[config.mk]
export PLATFORM = sky130hd
export DESIGN_NAME = acc_serial
export DESIGN_NICKNAME = d
export VERILOG_FILES = /design/src/rtl/acc_serial_pkg.sv /design/src/rtl/acc_serial_full_add1.sv /design/src/rtl/acc_serial.sv
export SDC_FILE = /design/constraint.sdc
export NUM_CORES = 1
export LEC_CHECK = 0
export CAP_MARGIN = 20
export CORE_MARGIN = 3
export CORE_UTILIZATION = 44
export CTS_CLUSTER_SIZE = 40
export DETAILED_ROUTE_END_ITERATION = 12
export PLACE_DENSITY = 0.8
export SLEW_MARGIN = 20
export SYNTH_ARGS = -nofsm -noshare
export SYNTH_HDL_FRONTEND = slang
export SYNTH_SLANG_ARGS = --single-unit
export TNS_END_PERCENT = 100
[constraint.sdc]
create_clock -name clk -period 1.05 [get_ports clk]
set_input_delay 0.1575 -clock clk [delete_from_list [all_inputs] [get_ports clk]]
set_output_delay 0.1575 -clock clk [all_outputs]
set_load 0.01 [all_outputs]
[src/rtl/acc_serial_pkg.sv]
// Shared definitions for the bit-serial arithmetic blocks: FSM encoding,
// default operand width and the counter-width helper.
package acc_serial_pkg;

    localparam int DEFAULT_WIDTH = 8;

    typedef enum logic [1:0] {
        IDLE = 2'd0,
        ADD  = 2'd1,
        DONE = 2'd2
    } state_t;

    // Width of a counter that walks 0..w-1; never narrower than one bit.
    function automatic int count_width(input int w);
        return (w > 1) ? $clog2(w) : 1;
    endfunction

endpackage

[src/rtl/acc_serial_full_add1.sv]
// One-bit full adder used as the single datapath cell of the serial accumulator.
module full_add1 (
    input  logic a,
    input  logic b,
    input  logic cin,
    output logic s,
    output logic cout
);

    assign s    = a ^ b ^ cin;
    assign cout = (a & b) | (a & cin) | (b & cin);

endmodule

[src/rtl/acc_serial.sv]
// Bit-serial accumulator: adds each accepted operand into acc, LSB first,
// one bit per clock, and reports completion with a one-cycle sum_valid pulse.
module acc_serial
    import acc_serial_pkg::*;
#(
    parameter int WIDTH = DEFAULT_WIDTH
) (
    input  logic             clk,
    input  logic             rst,
    input  logic             in_valid,
    input  logic [WIDTH-1:0] in_data,
    output logic             in_ready,
    input  logic             clear,
    output logic [WIDTH-1:0] sum,
    output logic             sum_valid,
    output logic             overflow
);

    localparam int CW = count_width(WIDTH);
    localparam logic [CW-1:0] LAST_COUNT = CW'(WIDTH - 1);

    state_t           state_r;
    logic [WIDTH-1:0] acc_r;
    logic [WIDTH-1:0] op_r;
    logic             carry_r;
    logic [CW-1:0]    count_r;
    logic             overflow_r;
    logic             sum_valid_r;
    logic             in_ready_r;
    logic             sum_bit_s;
    logic             carry_s;

    full_add1 u_full_add1 (
        .a    (acc_r[0]),
        .b    (op_r[0]),
        .cin  (carry_r),
        .s    (sum_bit_s),
        .cout (carry_s)
    );

    // Control FSM and serial datapath; clear only has effect while idle.
    always_ff @(posedge clk or negedge rst) begin
        if (!rst) begin
            state_r     <= IDLE;
            acc_r       <= {WIDTH{1'b0}};
            op_r        <= {WIDTH{1'b0}};
            carry_r     <= 1'b0;
            count_r     <= {CW{1'b0}};
            overflow_r  <= 1'b0;
            sum_valid_r <= 1'b0;
            in_ready_r  <= 1'b1;
        end else begin
            case (state_r)
                IDLE: begin
                    sum_valid_r <= 1'b0;
                    if (clear) begin
                        acc_r      <= {WIDTH{1'b0}};
                        overflow_r <= 1'b0;
                    end
                    if (in_valid) begin
                        op_r       <= in_data;
                        carry_r    <= 1'b0;
                        count_r    <= {CW{1'b0}};
                        state_r    <= ADD;
                        in_ready_r <= 1'b0;
                    end
                end
                ADD: begin
                    acc_r   <= {sum_bit_s, acc_r[WIDTH-1:1]};
                    op_r    <= op_r >> 1;
                    carry_r <= carry_s;
                    count_r <= count_r + CW'(1);
                    // Result and carry-out are final on the last bit step.
                    if (count_r == LAST_COUNT) begin
                        state_r     <= DONE;
                        sum_valid_r <= 1'b1;
                        if (carry_s) begin
                            overflow_r <= 1'b1;
                        end
                    end
                end
                DONE: begin
                    sum_valid_r <= 1'b0;
                    in_ready_r  <= 1'b1;
                    state_r     <= IDLE;
                end
                default: begin
                    sum_valid_r <= 1'b0;
                    in_ready_r  <= 1'b1;
                    state_r     <= IDLE;
                end
            endcase
        end
    end

    assign in_ready  = in_ready_r;
    assign sum       = acc_r;
    assign sum_valid = sum_valid_r;
    assign overflow  = overflow_r;

endmodule

==> reports/metrics.csv, run 1 <==
stage,metric,value,unit
routing,mean number of vias per cell,5.79,
grt,GRT Residual Overflow,0,
critical_path,WP data arrival,1.49,ns
power,Worst IR Drop VDD,2.01,mV
grt,first-pass GRT wire length,5220,um
synthesis,Post-Syn Area,1100,um^2
routing,ANT nets after route,0,
critical_path,Worst Path Max Fanout,2,
floorplan,die area,3130,um^2
run_status,failing checks,setup timing,
power,Combinational Power Share,60.2,%
grt,gr usage total,21.7,%
sta,FMAX,790,MHz
sta,Final min period,1.27,ns
synthesis,ys flop type,dfrtp_1,
placement,routability cong.,0.780,
sta,Worst Skew,0.0127,ns
routing,Pre-Repair DR Iteration Count,4,
critical_path,Worst R2R Path Depth,3,
grt,vias in the first global route,1087,
synthesis,Post-Syn Instances,89,
floorplan,Ports,23,
synthesis,syn nets,104,
sta,fin crit share,121,%
job,max-cap viol count,0,
cts,Clock Sinks,25,
cells_and_area,Reg area,628,um^2
routing,vias,1059,
power,Final Power,5430,uW
synthesis,async set-reset flop share out of synthesis,100,%
synthesis,register area share after synthesis,57.2,%
routing,DR DRC count,0,
cts,root buffer cell,clkbuf_4,
synthesis,Synth Register Bits,25,
placement,Final HPWL DP,1860,um
power,internal cell power,3480,uW
critical_path,Worst setup SP type,register,
critical_path,FF-to-FF Start,sum[0]$_DFFE_PN0P_,
sta,final setup fails,25,
synthesis,Mean Syn Cell Area,12.3,um^2
critical_path,Crit path required time,1.27,ns
power,Pleak,0.000900,uW
cells_and_area,Area Growth Syn to Fin,70.1,%
floorplan,die height,55.9,um
cts,Max Root-Sink Buffers,2,
power,Sequential Power Share,31.7,%
power,switching pwr,1950,uW
routing,DR iter-0 viols,41,
floorplan,Chip Width,55.9,um
critical_path,reg2reg end,sum[7]$_DFFE_PN0P_,
sta,Hold Fails Final Rpt,0,
power,cell area power density,2910,nW/um^2
sta,max-slew violation total from the final report,0,
grt,largest net degree at the start of global routing,26,
sta,Slew @ Worst Pin,0.352,ns
cells_and_area,number of fill cells in the layout,131,
cts,Num CTS Buffers,3,
synthesis,library cells used by synthesis,25,
floorplan,num rows,17,
routing,DRT Wirelength,3590,um
critical_path,Worst setup EP type,register,
cells_and_area,area of the multi-input gates,548,um^2
cells_and_area,fraction of layout cells with a size suffix above 1,57.4,%
power,Clk pwr share,8.1,%
power,Net Sw Frac,35.9,%
critical_path,crit path kind,register to register,
cells_and_area,"leading cell type in the layout, fill and taps excluded",buf_4,
synthesis,number of synthesized flops with an enable pin,0,
routing,WL/cell,19.6,um
sta,RSZ-0062 raised after global routing,yes,
cells_and_area,most frequent cells in the layout,"31 x buf_4, 23 x dfrtp_1, 11 x a22o_1, 11 x clkdlybuf4s50_1, 11 x buf_6",
critical_path,reg-to-reg setup timing slack,-0.22,ns
placement,Port Buffers,22,
cts,H-tree depth,1,
sta,worst hold slack,0.162,ns
floorplan,Core Box Area,2300,um^2
cells_and_area,# diodes,0,
cells_and_area,Final #Nets,171,
synthesis,Yosys warnings,0,
sta,max_slew headroom,76.4,%
cts,CTS tree,done,
cts,"CTS clk-pin slew, worst paths",0.14,ns
floorplan,Initial Util,47.7,%
sta,worst setup margin,-0.217,ns
cts,Worst-Skew Late Latency,0.33,ns
hold_path,hold crit path type,input pin to asynchronous set/reset pin,
grt,initial antenna violation count,0,
run_status,status,"finished, violations left",
## kinds of logic after synthesis
group | after synthesis | share of synthesized area (%)
adders and majority gates | 3 | 4.11
AOI/OAI and AO/OA | 31 | 23.2
buffers and inverters | 7 | 5.14
and+or+nand+nor | 23 | 10.4
DFF | 25 | 57.2
## worst max path at each step
stage / endpoint / slack (ns) / startpoint
2_1_floorplan: sum[7]$_DFFE_PN0P_ / -0.1 / carry_r$_DFFE_PN0P_
3_3_place_gp: op_r[5]$_DFFE_PN0P_ / -0.27 / in_valid
3_5_place_dp: op_r[5]$_DFFE_PN0P_ / -0.35 / in_valid
4_1_cts: sum[7]$_DFFE_PN0P_ / -0.20 / sum[0]$_DFFE_PN0P_
5_1_grt: sum[7]$_DFFE_PN0P_ / -0.26 / sum[0]$_DFFE_PN0P_
6_report: sum[7]$_DFFE_PN0P_ / -0.22 / sum[0]$_DFFE_PN0P_
## synthesized netlist by cell type (all sizes together) (2+ instances only)
| cell type | n | area share [%] |
|---|---|---|
| dfrtp | 24 | 55 |
| a22o | 11 | 8.8 |
| nand2 | 8 | 2.7 |
| nor2 | 7 | 3.1 |
| o21ai | 6 | 4.1 |
| buf | 5 | 4.5 |
| nand2b | 5 | 2.9 |
| a221o | 3 | 2.7 |
| a2bb2oi | 3 | 2.4 |
| o22ai | 3 | 1.7 |
| ha | 2 | 2.3 |
| inv | 2 | 0.69 |
## per-stage QoR
stage / TNS, ns / std cells / cell area, um^2 / setup WS, ns / utilization (%)
final: -3.13 / 183 / 1860 / -0.217 / 81.2
after global routing: -4.18 / 183 / 1860 / -0.256 / 81.2
after CTS: -1.94 / 174 / 1720 / -0.197 / 74.8
after detailed placement: -5.42 / 157 / 1530 / -0.350 / 66.4
after global placement: -4.61 / 157 / 1530 / -0.271 / 66.4
after floorplan: -0.347 / 89 / 1140 / -0.0993 / -
## layout make-up
| cell class | instances | share of cell area [%] |
|---|---|---|
| Clock buffer | 4 | 1.41 |
| Tap cell | 28 | 1.88 |
| Timing Repair Buffer | 67 | 32.8 |
| Sequential cell | 25 | 33.7 |
| Inverter | 2 | 0.805 |
| Multi-Input combinational cell | 57 | 29.4 |
## routing by layer
layer  track usage, %  routed length [um]  vias to the layer above
met3             3.94                 168                        5
met2             36.3                1850                       39
met4             6.78                  46                        0
met5                0                   0                        -
met1             28.7                1520                      555
li1                 -                   -                      460
## flip-flops by register name (all words and copies together) (netlist names)
name / flops
sum_valid: 1
in_ready: 1
overflow: 1
sum: 8
carry_r: 1
op_r: 8
state_r: 2
count_r: 3
## power groups by stage
stage / Combinational [uW] / Clock, uW / Sequential [uW]
6_report: 3270 / 441 / 1720
5_1_grt: 3490 / 494 / 1760
4_1_cts: 2780 / 446 / 1660
3_5_place_dp: 2190 / 0 / 1700
3_3_place_gp: 2110 / 0 / 1680
2_1_floorplan: 1140 / 0 / 1730
## repair_timing
action / 4_1_cts / 5_1_grt
endpoints found under the setup margin: 34 / 33
setup buffers: 14 / 9
pin swaps: 13 / 9
hold buffers: 0 / 0
gates resized for setup: 68 / 17
cloned: 1 / 0
## critical path, cell delays in order (launching register included)
cell	delay [ns]
dfrtp_1	0.41
buf_6	0.12
fa_2	0.41
a22o_1	0.22
No activity file was read; power rests on OpenSTA's default activity.
==> run 2: changes to the inputs <==
--- a/config.mk
+++ b/config.mk
@@ -6,8 +6,10 @@
 export NUM_CORES = 1
 export LEC_CHECK = 0
 export CAP_MARGIN = 20
+export CELL_PAD_IN_SITES_DETAIL_PLACEMENT = 1
+export CELL_PAD_IN_SITES_GLOBAL_PLACEMENT = 2
 export CORE_MARGIN = 3
-export CORE_UTILIZATION = 44
+export CORE_UTILIZATION = 29
 export CTS_CLUSTER_SIZE = 40
 export DETAILED_ROUTE_END_ITERATION = 12
 export PLACE_DENSITY = 0.8
==> reports/metrics.csv, run 2 (same netlist as run 1, synthesis figures left out) <==
stage,metric,value,unit,change
job,max-cap viol count,0,,unchanged
power,Sequential Power Share,33.5,%,+1.8 points
floorplan,Ports,23,,unchanged
sta,Fin Setup TNS,-2.29,ns,+0.838 ns
grt,largest net degree at the start of global routing,19,,-27%
cells_and_area,"leading cell type in the layout, fill and taps excluded",buf_4,,
cells_and_area,# diodes,0,,unchanged
power,switching pwr,1860,uW,-4.5%
critical_path,Crit path required time,1.21,ns,-0.06 ns
sta,worst setup margin,-0.183,ns,+0.0337 ns
cells_and_area,fraction of layout cells with a size suffix above 1,55.8,%,-1.6 points
cells_and_area,Final #Nets,163,,-4.7%
cts,hold_buf cts,0,,unchanged
floorplan,die area,4550,um^2,+46%
power,Final Power,5160,uW,-5.0%
grt,vias in the first global route,1121,,+3.1%
routing,vias,971,,-8.3%
power,internal cell power,3300,uW,-5.3%
power,Worst IR Drop VDD,1.06,mV,-47%
floorplan,Core Box Area,3490,um^2,+52%
sta,fin crit share,117,%,-3.2 points
hold_path,hold crit path type,input pin to asynchronous set/reset pin,,
routing,DR iter-0 viols,24,,-41%
floorplan,Initial Util,31.4,%,-16 points
routing,Pre-Repair DR Iteration Count,4,,unchanged
sta,max-slew violation total from the final report,0,,unchanged
cells_and_area,final instance area,1780,um^2,-4.8%
sta,worst hold slack,0.222,ns,+0.0602 ns
sta,final setup fails,24,,-4.0%
sta,FMAX,811,MHz,+2.7%
cts,Num CTS Buffers,3,,unchanged
grt,gr usage total,18.1,%,-3.6 points
sta,Hold Fails Final Rpt,0,,unchanged
sta,max_slew headroom,74.8,%,-1.7 points
cells_and_area,Area Growth Syn to Fin,62.0,%,
power,Net Sw Frac,36.1,%,+0.19 points
cells_and_area,most frequent cells in the layout,"26 x buf_4, 22 x dfrtp_1, 11 x a22o_1, 11 x buf_6, 10 x clkdlybuf4s50_1",,
cts,Clock Sinks,25,,unchanged
cts,H-tree depth,1,,unchanged
grt,initial antenna violation count,0,,unchanged
routing,WL/cell,18.6,um,-5.1%
routing,DR DRC count,0,,unchanged
routing,DRT Wirelength,3590,um,about the same
routing,ANT nets after route,0,,unchanged
cts,root buffer cell,clkbuf_8,,
critical_path,crit path kind,register to register,,
cells_and_area,number of fill cells in the layout,384,,+190%
placement,Final HPWL DP,2380,um,+28%
cts,Max Root-Sink Buffers,2,,unchanged
power,Pleak,0.000835,uW,-7.2%
grt,first-pass GRT wire length,5930,um,+14%
routing,mean number of vias per cell,5.03,,-13%
power,Clk pwr share,11.0,%,+2.9 points
run_status,failing checks,setup timing,,
power,Combinational Power Share,55.5,%,-4.7 points
critical_path,worst-path cell chain,fa_2 > a22o_1,,
sta,Slew @ Worst Pin,0.378,ns,+0.0259 ns
critical_path,WP data arrival,1.39,ns,-0.10 ns
sta,RSZ-0062 raised after global routing,yes,,
placement,Port Buffers,22,,unchanged
critical_path,Worst setup EP type,register,,
cts,CTS tree,done,,
sta,Final min period,1.23,ns,-0.0337 ns
grt,GRT Residual Overflow,0,,unchanged
cts,Worst-Skew Late Latency,0.27,ns,-0.06 ns
critical_path,Worst path max stage delay,0.47,ns,+0.06 ns
placement,dpl ws,-0.398,ns,-0.0486 ns
placement,Placed Area,1560,um^2,+2.1%
critical_path,Worst Path Max Fanout,2,,unchanged
critical_path,Worst setup SP type,register,,
placement,routability cong.,0.733,,-6.0%
floorplan,num rows,21,,+4
run_status,status,"finished, violations left",,
cts,"CTS clk-pin slew, worst paths",0.09,ns,-0.05 ns
floorplan,Chip Width,67.5,um,+21%
sta,Worst Skew,0.00515,ns,-0.00756 ns
critical_path,Slowest cell on crit path,fa_2,,
floorplan,die height,67.5,um,+21%
power,cell area power density,2910,nW/um^2,-0.25%
==> run 2: stage by stage <==
step           util, %  instances
2_1_floorplan        -         89
3_3_place_gp      44.6        178
3_5_place_dp      44.6        178
4_1_cts           50.5        189
5_1_grt           50.8        193
6_report          50.8        193
==> run 2: cell type report <==
class                           instances  area [um^2]  area share [%]
Inverter                                2         12.5           0.705
Clock buffer                            4         45.0            2.54
Timing Repair Buffer                   58          478            26.9
Tap cell                               46         57.6            3.24
Sequential cell                        25          629            35.4
Multi-Input combinational cell         58          553            31.1
==> run 2: what timing repair did <==
action	4_1_cts	5_1_grt
setup buffers	10	4
pin swaps	17	9
resized for setup	66	15
cloned	1	0
endpoints found under the setup margin	35	32
==> run 2: power groups by stage <==
stage | registers [uW] | logic, uW | clock network [uW]
2_1_floorplan | 1730 | 1140 | 0
3_3_place_gp | 1720 | 2140 | 0
3_5_place_dp | 1750 | 2290 | 0
4_1_cts | 1720 | 2750 | 577
5_1_grt | 1780 | 3100 | 644
6_report | 1730 | 2860 | 568
==> run 2: final timing paths <==
path                                      start                     end  slack, ns  cells after the start
min                                         rst  count_r[0]$_DFFE_PN0P_       0.22                      2
max                         carry_r$_DFFE_PN0P_      sum[7]$_DFFE_PN0P_      -0.18                      2
max in group asynchronous                   rst  state_r[0]$_DFFE_PN0P_       0.56                      2
max reg2reg                 carry_r$_DFFE_PN0P_      sum[7]$_DFFE_PN0P_      -0.18                      2
min reg2reg                in_ready$_DFFE_PN1P_    in_ready$_DFFE_PN1P_       0.48                      2
min in group clk                     in_data[7]     op_r[7]$_DFFE_PN0P_       0.47                      3
==> run 2: worst max-delay path, delay by kind of cell, from the launching register on <==
| kind | cells | cell delay (ns) |
|---|---|---|
| fa+ha+maj | 1 | 0.47 |
| flops | 1 | 0.43 |
| compound gates | 1 | 0.22 |
==> run 2: routing by layer <==
layer | wire, um | global-route usage [%]
met1 | 1520 | 22.3
met2 | 1930 | 32.2
met3 | 63 | 1.83
met4 | 72 | 6.84
met5 | 0 | 0
==> run 3: changes to the inputs <==
--- a/config.mk
+++ b/config.mk
@@ -9,10 +9,11 @@
 export CELL_PAD_IN_SITES_DETAIL_PLACEMENT = 1
 export CELL_PAD_IN_SITES_GLOBAL_PLACEMENT = 2
 export CORE_MARGIN = 3
-export CORE_UTILIZATION = 29
+export CORE_UTILIZATION = 32
 export CTS_CLUSTER_SIZE = 40
 export DETAILED_ROUTE_END_ITERATION = 12
-export PLACE_DENSITY = 0.8
+export GPL_ROUTABILITY_DRIVEN = 0
+export PLACE_DENSITY = 0.83
 export SLEW_MARGIN = 20
 export SYNTH_ARGS = -nofsm -noshare
 export SYNTH_HDL_FRONTEND = slang
==> constraint.sdc (replaced) <==
create_clock -name clk -period 1.2 [get_ports clk]
set_input_delay 0.18 -clock clk [delete_from_list [all_inputs] [get_ports clk]]
set_output_delay 0.18 -clock clk [all_outputs]
set_load 0.01 [all_outputs]
==> reports/metrics.csv, run 3 (same netlist as run 1, synthesis figures left out) <==
stage,metric,value,unit,change
run_status,status,"finished, violations left",,
run_status,failing checks,setup timing,,
grt,vias in the first global route,959,,-14%
critical_path,Crit path required time,1.42,ns,+0.21 ns
floorplan,num rows,20,,-4.8%
critical_path,Worst setup EP type,register,,
sta,Worst Skew,0.00261,ns,-0.00254 ns
power,Clk pwr share,9.7,%,-1.3 points
critical_path,reg2reg end,sum[7]$_DFFE_PN0P_,,
sta,FMAX,815,MHz,+0.52%
critical_path,CP Depth,3,,+1
grt,largest net degree at the start of global routing,26,,+7
routing,DR iter-0 viols,24,,unchanged
sta,worst setup margin,-0.0265,ns,+0.156 ns
critical_path,CP Buf/Inv Count,1,,+1
cells_and_area,Area Growth Syn to Fin,42.1,%,
critical_path,Worst setup SP type,register,,
floorplan,die area,4160,um^2,-8.6%
sta,Fin Setup TNS,-0.0265,ns,+2.26 ns
sta,RSZ-0062 raised after global routing,yes,,
cells_and_area,fraction of layout cells with a size suffix above 1,35.6,%,-20 points
power,internal cell power,2450,uW,-26%
cts,H-tree depth,1,,unchanged
cts,Clock Sinks,25,,unchanged
hold_path,hold crit path type,input pin to asynchronous set/reset pin,,
routing,Pre-Repair DR Iteration Count,4,,unchanged
grt,GRT Residual Overflow,0,,unchanged
routing,mean number of vias per cell,4.88,,-3.0%
floorplan,die height,64.5,um,-4.4%
cts,Num CTS Buffers,3,,unchanged
critical_path,worst-path cell chain,buf_6 > fa_2 > a22o_1,,
job,max-cap viol count,0,,unchanged
critical_path,Slowest cell on crit path,dfrtp_1,,
power,switching pwr,1330,uW,-29%
placement,Port Buffers,22,,unchanged
cts,CTS tree,done,,
sta,max-slew violation total from the final report,0,,unchanged
grt,first-pass GRT wire length,4810,um,-19%
power,cell area power density,2430,nW/um^2,-17%
critical_path,Worst R2R Path Depth,3,,+1
cells_and_area,most frequent cells in the layout,"22 x dfrtp_1, 19 x buf_4, 11 x a22o_1, 11 x clkdlybuf4s50_1, 8 x nand2_1",,
cts,Max Root-Sink Buffers,2,,unchanged
sta,max_slew headroom,81.2,%,+6.4 points
critical_path,Top delay family on crit path,flip-flops,,
critical_path,Worst path max stage delay,0.41,ns,-0.06 ns
floorplan,Ports,23,,unchanged
sta,Slew @ Worst Pin,0.281,ns,-0.0972 ns
cells_and_area,"leading cell type in the layout, fill and taps excluded",dfrtp_1,,
grt,initial antenna violation count,0,,unchanged
routing,DR DRC count,0,,unchanged
sta,Final min period,1.23,ns,-0.00633 ns
power,Sequential Power Share,39.8,%,+6.3 points
floorplan,Initial Util,34.8,%,+3.4 points
critical_path,Worst Path Max Fanout,2,,unchanged
critical_path,WP data arrival,1.44,ns,+0.05 ns
routing,ANT nets after route,0,,unchanged
power,Net Sw Frac,35.2,%,-0.96 points
sta,Hold Fails Final Rpt,0,,unchanged
power,Final Power,3780,uW,-27%
critical_path,FF-to-FF Start,sum[0]$_DFFE_PN0P_,,
power,Combinational Power Share,50.5,%,-5.0 points
critical_path,crit path kind,register to register,,
sta,fin crit share,102,%,-15 points
cts,root buffer cell,clkbuf_4,,
cts,"CTS clk-pin slew, worst paths",0.13,ns,+0.04 ns
floorplan,Core Box Area,3150,um^2,-9.8%
routing,DRT Wirelength,2810,um,-22%
power,Worst IR Drop VDD,0.891,mV,-16%
placement,Final HPWL DP,1960,um,-18%
placement,dpl ws,-0.327,ns,+0.0717 ns
sta,final setup fails,1,,-96%
cells_and_area,# diodes,0,,unchanged
power,Pleak,0.000727,uW,-13%
routing,WL/cell,16.0,um,-14%
grt,gr usage total,15.0,%,-3.1 points
cells_and_area,Final #Nets,148,,-9.2%
cells_and_area,number of fill cells in the layout,352,,-8.3%
floorplan,Chip Width,64.5,um,-4.4%
cells_and_area,Final Core Density,49.4,%,-1.4 points
routing,vias,859,,-12%
critical_path,reg-to-reg setup timing slack,-0.03,ns,+0.16 ns
cts,Worst-Skew Late Latency,0.31,ns,+0.04 ns
cts,hold_buf cts,0,,unchanged
## run 3: cell count changes in the layout (fill, tap and decap cells not counted), moves of 4 or more
cell and change:
buf_6 -9, clkdlybuf4s15_1 +4, clkbuf_2 +4, buf_4 -7, buf_2 -9, nand2_1 +4
nand2_2 -4
## run 3: power groups by stage
stage                     Clock (uW)  Sequential [uW]  Combinational, uW
final                            368             1500               1910
after global routing             431             1560               2090
after CTS                        398             1480               1710
after detailed placement           0             1530               1560
after global placement             0             1500               1490
after floorplan                    0             1500                926
## run 3: worst max path at each step
stage	startpoint	endpoint
2_1_floorplan	carry_r$_DFFE_PN0P_	sum[7]$_DFFE_PN0P_
3_3_place_gp	in_valid	op_r[5]$_DFFE_PN0P_
3_5_place_dp	in_valid	op_r[5]$_DFFE_PN0P_
4_1_cts	sum[0]$_DFFE_PN0P_	overflow$_DFFE_PN0P_
5_1_grt	sum[0]$_DFFE_PN0P_	sum[7]$_DFFE_PN0P_
6_report	sum[0]$_DFFE_PN0P_	sum[7]$_DFFE_PN0P_
## run 3: cell type report
cell class	instances	area (um^2)	share of cell area, %
sequential	25	629	40.4
multi-input combinational	57	450	28.9
timing repair buffer	44	389	25.0
tap	44	55.1	3.53
clock buffer	4	26.3	1.69
inverter	2	7.51	0.482
## run 3: worst reg2reg max path: stages (launching register included)
cell,delay [ns]
dfrtp_1,0.41
buf_6,0.12
fa_2,0.40
a22o_1,0.21
## run 3: metrics by stage
| step | hold slack (ns) | std cells | area (um^2) |
|---|---|---|---|
| 6_report | 0.200 | 176 | 1560 |
| 5_1_grt | 0.184 | 176 | 1560 |
| 4_1_cts | 0.192 | 171 | 1490 |
| 3_5_place_dp | 0.461 | 159 | 1400 |
| 3_3_place_gp | 0.449 | 159 | 1400 |
| 2_1_floorplan | -0.116 | 89 | 1100 |
## run 3: repair_timing
| item | CTS | global route |
|---|---|---|
| pin swaps | 1 | 4 |
| setup buffers | 8 | 5 |
| resized for setup | 26 | 15 |
| endpoints found under the setup margin | 24 | 26 |
## run 3: per-layer routing
layer / part of all wire [%] / GRT usage [%]
met5: 0 / 0
met4: 0.78 / 5.54
met3: 2.7 / 1.56
met2: 53 / 25.3
met1: 44 / 19.9
